File: src/rtl/div_ctrl.sv
// div_ctrl: multi-cycle restoring shift-subtract divider controller for DIV/DIVU.
// One quotient bit per clock; results live in HI/LO-style registers that only
// change on the edge entering DONE (or on reset).
module div_ctrl #(
  parameter int WIDTH = 16
) (
  input  logic             clk,
  input  logic             rst_n,
  input  logic             start,
  input  logic             is_signed,
  input  logic [WIDTH-1:0] dividend,
  input  logic [WIDTH-1:0] divisor,
  input  logic             flush,
  output logic             busy,
  output logic             stall,
  output logic             done,
  output logic [WIDTH-1:0] quotient,
  output logic [WIDTH-1:0] remainder,
  output logic             div_by_zero
);

  localparam int CNT_W = $clog2(WIDTH) + 1;

  typedef enum logic [2:0] {S_IDLE, S_PREP, S_ITER, S_FIX, S_DONE} state_t;

  // Control and architecturally visible result registers (reset)
  state_t           state_q, state_d;
  logic [CNT_W-1:0] cnt_q, cnt_d;
  logic [WIDTH-1:0] quot_q, quot_d;
  logic [WIDTH-1:0] rem_q, rem_d;
  logic             dbz_q, dbz_d;

  // Working datapath registers (no reset needed; always loaded before use)
  logic [WIDTH-1:0] dvd_q, dvd_d;
  logic [WIDTH-1:0] dvs_q, dvs_d;
  logic             sgn_q, sgn_d;
  logic             negq_q, negq_d;
  logic             negr_q, negr_d;
  logic [WIDTH-1:0] dmag_q, dmag_d;
  logic [WIDTH:0]   r_q, r_d;
  logic [WIDTH-1:0] q_q, q_d;

  // Iteration step signals
  logic [WIDTH+1:0] shift_r;
  logic [WIDTH-1:0] shift_q;
  logic [WIDTH:0]   trial;
  logic             trial_ok;

  // Magnitude of a value; the most negative value maps to itself and is then
  // treated as unsigned, which yields the natural-wrap overflow result.
  function automatic logic [WIDTH-1:0] mag(input logic [WIDTH-1:0] v, input logic sgn);
    return (sgn && v[WIDTH-1]) ? (~v + 1'b1) : v;
  endfunction

  // Conditional two's-complement negation, modulo 2^WIDTH
  function automatic logic [WIDTH-1:0] cneg(input logic [WIDTH-1:0] v, input logic neg);
    return neg ? (~v + 1'b1) : v;
  endfunction

  // Shift-subtract step: {r,q} << 1, then try to subtract the divisor magnitude
  always_comb begin
    shift_r  = {r_q, q_q[WIDTH-1]};
    shift_q  = {q_q[WIDTH-2:0], 1'b0};
    trial    = shift_r[WIDTH:0] - {1'b0, dmag_q};
    trial_ok = (shift_r >= {2'b00, dmag_q});
  end

  // Next-state, datapath and result update logic
  always_comb begin
    state_d = state_q;
    cnt_d   = cnt_q;
    quot_d  = quot_q;
    rem_d   = rem_q;
    dbz_d   = dbz_q;
    dvd_d   = dvd_q;
    dvs_d   = dvs_q;
    sgn_d   = sgn_q;
    negq_d  = negq_q;
    negr_d  = negr_q;
    dmag_d  = dmag_q;
    r_d     = r_q;
    q_d     = q_q;
    case (state_q)
      S_IDLE: begin
        if (start) begin
          dvd_d   = dividend;
          dvs_d   = divisor;
          sgn_d   = is_signed;
          state_d = S_PREP;
        end
      end
      S_PREP: begin
        if (flush) begin
          state_d = S_IDLE;
        end else if (dvs_q == '0) begin
          quot_d  = '1;
          rem_d   = dvd_q;
          dbz_d   = 1'b1;
          state_d = S_DONE;
        end else begin
          q_d     = mag(dvd_q, sgn_q);
          dmag_d  = mag(dvs_q, sgn_q);
          negq_d  = sgn_q & (dvd_q[WIDTH-1] ^ dvs_q[WIDTH-1]);
          negr_d  = sgn_q & dvd_q[WIDTH-1];
          r_d     = '0;
          cnt_d   = '0;
          state_d = S_ITER;
        end
      end
      S_ITER: begin
        if (flush) begin
          state_d = S_IDLE;
        end else begin
          r_d   = trial_ok ? trial : shift_r[WIDTH:0];
          q_d   = {shift_q[WIDTH-1:1], trial_ok};
          cnt_d = cnt_q + CNT_W'(1);
          if (cnt_q == CNT_W'(WIDTH - 1)) state_d = S_FIX;
        end
      end
      S_FIX: begin
        if (flush) begin
          state_d = S_IDLE;
        end else begin
          quot_d  = cneg(q_q, negq_q);
          rem_d   = cneg(r_q[WIDTH-1:0], negr_q);
          dbz_d   = 1'b0;
          state_d = S_DONE;
        end
      end
      S_DONE: state_d = S_IDLE;
      default: state_d = S_IDLE;
    endcase
  end

  // Control/result registers with synchronous active-low reset
  always_ff @(posedge clk) begin
    if (!rst_n) begin
      state_q <= S_IDLE;
      cnt_q   <= '0;
      quot_q  <= '0;
      rem_q   <= '0;
      dbz_q   <= 1'b0;
    end else begin
      state_q <= state_d;
      cnt_q   <= cnt_d;
      quot_q  <= quot_d;
      rem_q   <= rem_d;
      dbz_q   <= dbz_d;
    end
  end

  // Working datapath registers
  always_ff @(posedge clk) begin
    dvd_q  <= dvd_d;
    dvs_q  <= dvs_d;
    sgn_q  <= sgn_d;
    negq_q <= negq_d;
    negr_q <= negr_d;
    dmag_q <= dmag_d;
    r_q    <= r_d;
    q_q    <= q_d;
  end

  // Status outputs
  always_comb begin
    busy        = (state_q != S_IDLE);
    stall       = busy | (start & (state_q == S_IDLE));
    done        = (state_q == S_DONE);
    quotient    = quot_q;
    remainder   = rem_q;
    div_by_zero = dbz_q;
  end

endmodule

File: config.mk
export PLATFORM = sky130hd
export DESIGN_NAME = div_ctrl
export DESIGN_NICKNAME = d
export VERILOG_FILES = /design/src/rtl/div_ctrl.sv
export SDC_FILE = /design/constraint.sdc
export NUM_CORES = 1
export LEC_CHECK = 0
export BUFFER_PORTS_ARGS = -buffer_cell sky130_fd_sc_hd__buf_2
export CAP_MARGIN = 20
export CORE_UTILIZATION = 55
export DETAILED_ROUTE_END_ITERATION = 8
export PLACE_DENSITY_LB_ADDON = 0.12
export SYNTH_ARGS = -nofsm -noshare
export SYNTH_HDL_FRONTEND = slang
export SYNTH_SLANG_ARGS = --single-unit
File: constraint.sdc
create_clock -name clk -period 3.75 [get_ports clk]
set_input_delay 0.1875 -clock clk [delete_from_list [all_inputs] [get_ports clk]]
set_output_delay 0.1875 -clock clk [all_outputs]
set_load 0.05 [all_outputs]
Word level (Yosys, flattened, before mapping)
Cells that the tools add are included.
Cells by class
  mux-type cells: 36
  $add $sub $neg: 6
  reduce and logical (&&, ||, !) cells: 12
  bitwise logic cells: 11
  $lt $le $gt $ge: 1
  equality and inequality tests: 12
Operators by type and width (number)
  $mux W16: 13
  $pmux W16 S2: 3
  $mux W17: 4
  $add A16 B1 Y16 const B: 4
  $not A16 Y16: 4
  $pmux W17 S2: 1
  $ge A18 B16 Y1: 1
  $mux W3: 6
  $sub A17 B16 Y17: 1
  $logic_not A16 Y1: 1
  $mux W5: 3
  $ne A2 B2 Y1 const B: 6
  $pmux W3 S4: 1
  $pmux W5 S2: 1
  $reduce_and A4 Y1: 2
  $eq A3 B2 Y1 const B: 2
  $add A5 B1 Y5 const B: 1
  $eq A5 B4 Y1 const B: 1
  $reduce_and A2 Y1: 2
  $reduce_bool A2 Y1: 2
  $and A1 B1 Y1: 3
  $eq A3 B1 Y1 const B: 1
  $eq A3 B3 Y1 const B: 1
  $logic_not A3 Y1: 1
  other kinds (9): 13
Storage, ports and cells
  register bits: 125
  output and inout bits: 36

Logic depth before layout (Yosys ltp)
  depth in word-level cells: 6
  depth in mapped cells: 12
  gate-level depth less buffers: 10

Worst setup path after synthesis
OpenSTA, ideal clock, no wires.
  path type: register to register
  from: reg state_q[0]
  to: reg dvd_q[0], enable pin
  path slack: 0.967 ns
  period minus slack after synthesis: 2.783 ns
  buffers on the path: 0
  data arrival time: 2.360 ns
  required time: 3.327 ns
  cell stages (with the launch flop): 4
  path through: dfxtp_1 nor2_1 nand2_1 nor2_1
Between the ends
  word-level cells in the longest chain between the ends: 2
RTL lines
  from (decl): RTL line 27  | state_t state_q, state_d;
  from (signal assigned): RTL line 144  | state_q <= state_d;
  $logic_not A3 Y1: RTL line 83  | case (state_q)
  $reduce_and A2 Y1 (no source line)
  to (signal assigned): RTL line 154  | dvd_q <= dvd_d;
  to (decl): RTL line 34  | logic [WIDTH-1:0] dvd_q, dvd_d;
No other way between the ends.
A chain may end at the register's enable or synchronous reset.

Worst setup path in the final report
  from: reg q_q[15]
  to: reg r_q[12] (data pin)
Between the ends
  word-level cells in the longest chain between the ends: 4
  elaborated cells on any way between the ends: 5
RTL lines
  from (decl): RTL line 41  | logic [WIDTH-1:0] q_q, q_d;
  from (signal assigned): RTL line 161  | q_q <= q_d;
  $sub A17 B16 Y17 / $ge A18 B16 Y1 (equally long branches): RTL line 64, 65
  $mux W17 *: RTL line 114  | r_d = trial_ok ? trial : shift_r[WIDTH:0];
  $mux W17 *: RTL line 111  | if (flush) begin
  $pmux W17 S2 *: RTL line 83
  to (signal assigned): RTL line 160  | r_q <= r_d;
  to (decl): RTL line 40  | logic [WIDTH:0] r_q, r_d;
Mark *: on every way between the ends. The rest lies on a longest branch, timed or not. The select of a mux whose other input is x is not followed.

==> impl_results.md <==
- Status: finished, violations left
- Failing checks: DRC
- Clock Tree Buf Depth: 2
- Fraction of layout cells with a size suffix above 1: 0.162
- Slew @ Worst Pin: 968 ps
- Flops & latches, synth: between 100 and 150
- WL/cell: around 17 um
- MaxCap Viol Count: 0
- Post-synthesis net count: 715
- CP required: 4030 ps
- Avg Cell Area, Syn: between 10 and 15 um2
- Delay-heaviest family, CP: compound AO/OA/AOI/OAI gates
- Cell Int Power: ~2700 uW
- Non-Filler Instances: between 900 and 1,000
- Die H: ~110 um
- Final Hold Slack: between 100 and 150 ps
- Mapped Cells: about 660
- Vias: between 5,000 and 6,000
- PortBufs: 72
- Antenna Diode Count: 0
- Initial Utilization: 0.572
- WL final: ~16,000 um
- Final setup fails: 0
- Die area: 0.0125 mm2
- Initial DRC Count: about 610
- Number of synthesized flops with an enable pin: 84
- WS Path Type: flip-flop to flip-flop
- CTS root buf: clkbuf_16
- Pwr Total: ~3600 uW
- DRC viols: 6
- HP Class: primary input to flip-flop
- Clock share of power: 0.466
- Core Area: about 0.012 mm2
- CTS H-tree lvls: 4
- Synth Cell Area: approximately 0.0066 mm2
- Gp weighted congestion: 0.890
- Sum Neg Setup Slack: 0 ps
- Hold Path End: cnt_q[0]$_SDFFE_PN0P_
- Crit-path max cell delay: 540 ps
- Via density: about 5.8
- Final hold vios: 0
- Max Slew Vio Count: 0
- Placed Cells: 850
- Std cell rows: 39
- Post-synth top area cell: edfxtp_1
- R2r startpoint: q_q[15]$_DFFE_PP_
- Post-cts resize count: 0
- Synth area leaders: edfxtp_1 (38%), dfxtp_1 (12%), xor2_1 (6.0%)
- Switching share of total power: 0.238
- I/O Pins: 73
- Final worst path period share: 0.854
- NetSw: approximately 860 uW
- Critical path, cell by cell: inv_1 > ha_1 > inv_1 > fa_1 > a21oi_1 > o211ai_1 > a21oi_1 > a2111oi_0 > nor3_2 > buf_4 > a22o_1
- Logic pwr share: 0.091
- CTS Buf Count: 17
- Vias in the first global route: slightly above 5,000
- Ys Warns: 0
- Crit. End Element: flip-flop
- Final core occ: 0.694
- Post-synthesis async set-or-reset flop share: 0
- CTS Sinks: 125
- DR pass1 iterations: 7
- DP HPWL: 11,100 um
- Cell variety after synth: 53
- Pwr Density: between 400 and 500 mW/mm2
- Worst-Skew Late Latency: 420 ps
- CP Buf/Inv Count: 3
- Detail Route Antenna Nets: 0
- Combinational family with the most area after synthesis: compound AO/OA/AOI/OAI gates
- R2R Setup Slk: 550 ps
- First-pass GRT wire length: between 20,000 and 30,000 um
- Fmax: roughly 310 MHz
- Hold-fix buffers, CTS: 33
- Main synth FF type: edfxtp_1
- Xor/xnor share of the synthesized area: 0.0914
- Synth top area share: 0.381
- Relative slew slack: 0.354
- Skew final: ~8 ps
- R2R depth: 11
- Post-synthesis mux area share: 0.00303
- Post-Synth Simple-Gate Area: 0.136
- RSZ-0062 raised after global routing: no
- Critical-path top delay cell: nor3_2
- Post-synthesis adder-cell area fraction: 0.0446
- Largest net degree at the start of global routing: 42
- Worst endpoint data arrival time: around 3500 ps
- Final nets: about 800
- Clock transition at path regs: about 50 ps
- Layout area overhead: 21.4%
- Reg-to-Reg End: r_q[12]$_SDFFCE_PN0P_
- Maximum VDD drop: 0.398 mV
- CTS tree: yes
- Register share of total power: 0.443
- HP Start: flush
- GR Overflow Total: 0
- Antenna violations before repair: 0
- Hold path depth: 3
- Seq/Total Area, Yosys: 0.505
- CP startpoint kind: flip-flop
- Die Span X: ~110 um
- Synth Area in Compound Gates: 0.179
- Gr usage total: 0.269
- Fin crit period: 3200 ps
- Leak: roughly 0.0031 uW
- Worst Path Max Fanout: 9
- Setup bufs post-CTS: 0
worst max path at each step:
stage / startpoint / slack (ps) / depth (start not counted) / to
finish: q_q[15]$_DFFE_PP_ / 550 / 11 / r_q[12]$_SDFFCE_PN0P_
global route: q_q[15]$_DFFE_PP_ / 360 / 11 / r_q[12]$_SDFFCE_PN0P_
CTS: q_q[15]$_DFFE_PP_ / 610 / 11 / r_q[12]$_SDFFCE_PN0P_
detailed placement: q_q[15]$_DFFE_PP_ / 610 / 11 / r_q[12]$_SDFFCE_PN0P_
global placement: q_q[15]$_DFFE_PP_ / 760 / 11 / r_q[12]$_SDFFCE_PN0P_
floorplan: state_q[0]$_SDFFE_PN0P_ / 970 / 3 / dvd_q[0]$_DFFE_PP_
cells in the mapped netlist (4+ instances only):
library cell / count
a311oi_1: 17
nand2b_1: 8
o21ai_0: 50
o41ai_1: 10
ha_1: 22
and2_1: 4
a31oi_1: 6
nand2_1: 70
dfxtp_1: 41
nor2_1: 54
o211ai_1: 10
clkbuf_1: 17
nor4_1: 5
edfxtp_1: 84
inv_1: 37
nor3_1: 5
or3_1: 5
a22o_1: 15
nand4_1: 4
and3_1: 4
o31ai_1: 7
or4_1: 4
buf_2: 7
xor2_1: 45
o21a_1: 4
a211oi_1: 4
or2_2: 4
nand3_1: 12
xnor2_1: 24
a21oi_1: 41
metrics by stage:
step	instance area (um2)	worst slack, ps
2_1_floorplan	6610	967
3_3_place_gp	7090	758
3_5_place_dp	7090	609
4_1_cts	8030	614
5_1_grt	8030	357
6_report	8030	547
sequential cells by signal, indices dropped and copies added (netlist names), 3 cells and up:
| register | count |
|---|---|
| r_q | 17 |
| dmag_q | 16 |
| q_q | 16 |
| remainder | 16 |
| cnt_q | 5 |
| dvs_q | 16 |
| dvd_q | 16 |
| state_q | 3 |
| quotient | 16 |
worst reg2reg max path, stage by stage, from the launching register on:
cell and delay [ps]:
edfxtp_1 390, inv_1 110, ha_1 180, inv_1 60, fa_1 400, a21oi_1 280
o211ai_1 190, a21oi_1 290, a2111oi_0 200, nor3_2 540, buf_4 270, a22o_1 150
area by class of cell:
cell class,count,area (um2)
sequential,125,3340
clock buffer,18,439
tap,143,179
inverter,37,139
clock inverter,14,168
timing repair buffer,113,751
fill,870,3530
multi-input combinational,465,3010
cell usage in the layout, fill, tap and decap left out, types with 5 or more instances in the layout:
cell,n
nor2_1,52
dlygate4sd3_1,33
xor2_1,45
dfxtp_1,41
a22o_1,15
edfxtp_1,84
o211ai_1,10
clkbuf_16,17
nand2_1,70
or3_1,5
a311oi_1,17
ha_1,22
buf_2,72
xnor2_1,24
o41ai_1,10
nand2b_1,8
a31oi_1,6
nor4_1,5
inv_1,37
nand3_1,12
o21ai_0,50
o31ai_1,7
a21oi_1,41
buf_4,8
power groups by stage:
stage | combinational (uW) | clock (uW) | sequential (uW)
after global routing | 357 | 1750 | 1600
after detailed placement | 293 | 0 | 1620
final | 325 | 1680 | 1590
after global placement | 286 | 0 | 1620
after floorplan | 207 | 0 | 1610
after CTS | 322 | 1690 | 1590
routing by layer:
metal | wire, um | vias up | track usage | part of all wire
met5 | 0 | - | 0 | 0
met4 | 291 | 0 | 0.0865 | 0.018
met3 | 1090 | 24 | 0.0621 | 0.068
met2 | 7420 | 215 | 0.419 | 0.46
met1 | 7190 | 2456 | 0.373 | 0.45
li1 | - | 2600 | - | -
cell families after synthesis:
family          Yosys count
simple gates            192
flops                   125
mux                       2
buf+inv                  65
fa+ha+maj                23
compound gates          179
xor+xnor                 69
No activity file was read; power rests on OpenSTA's default activity.
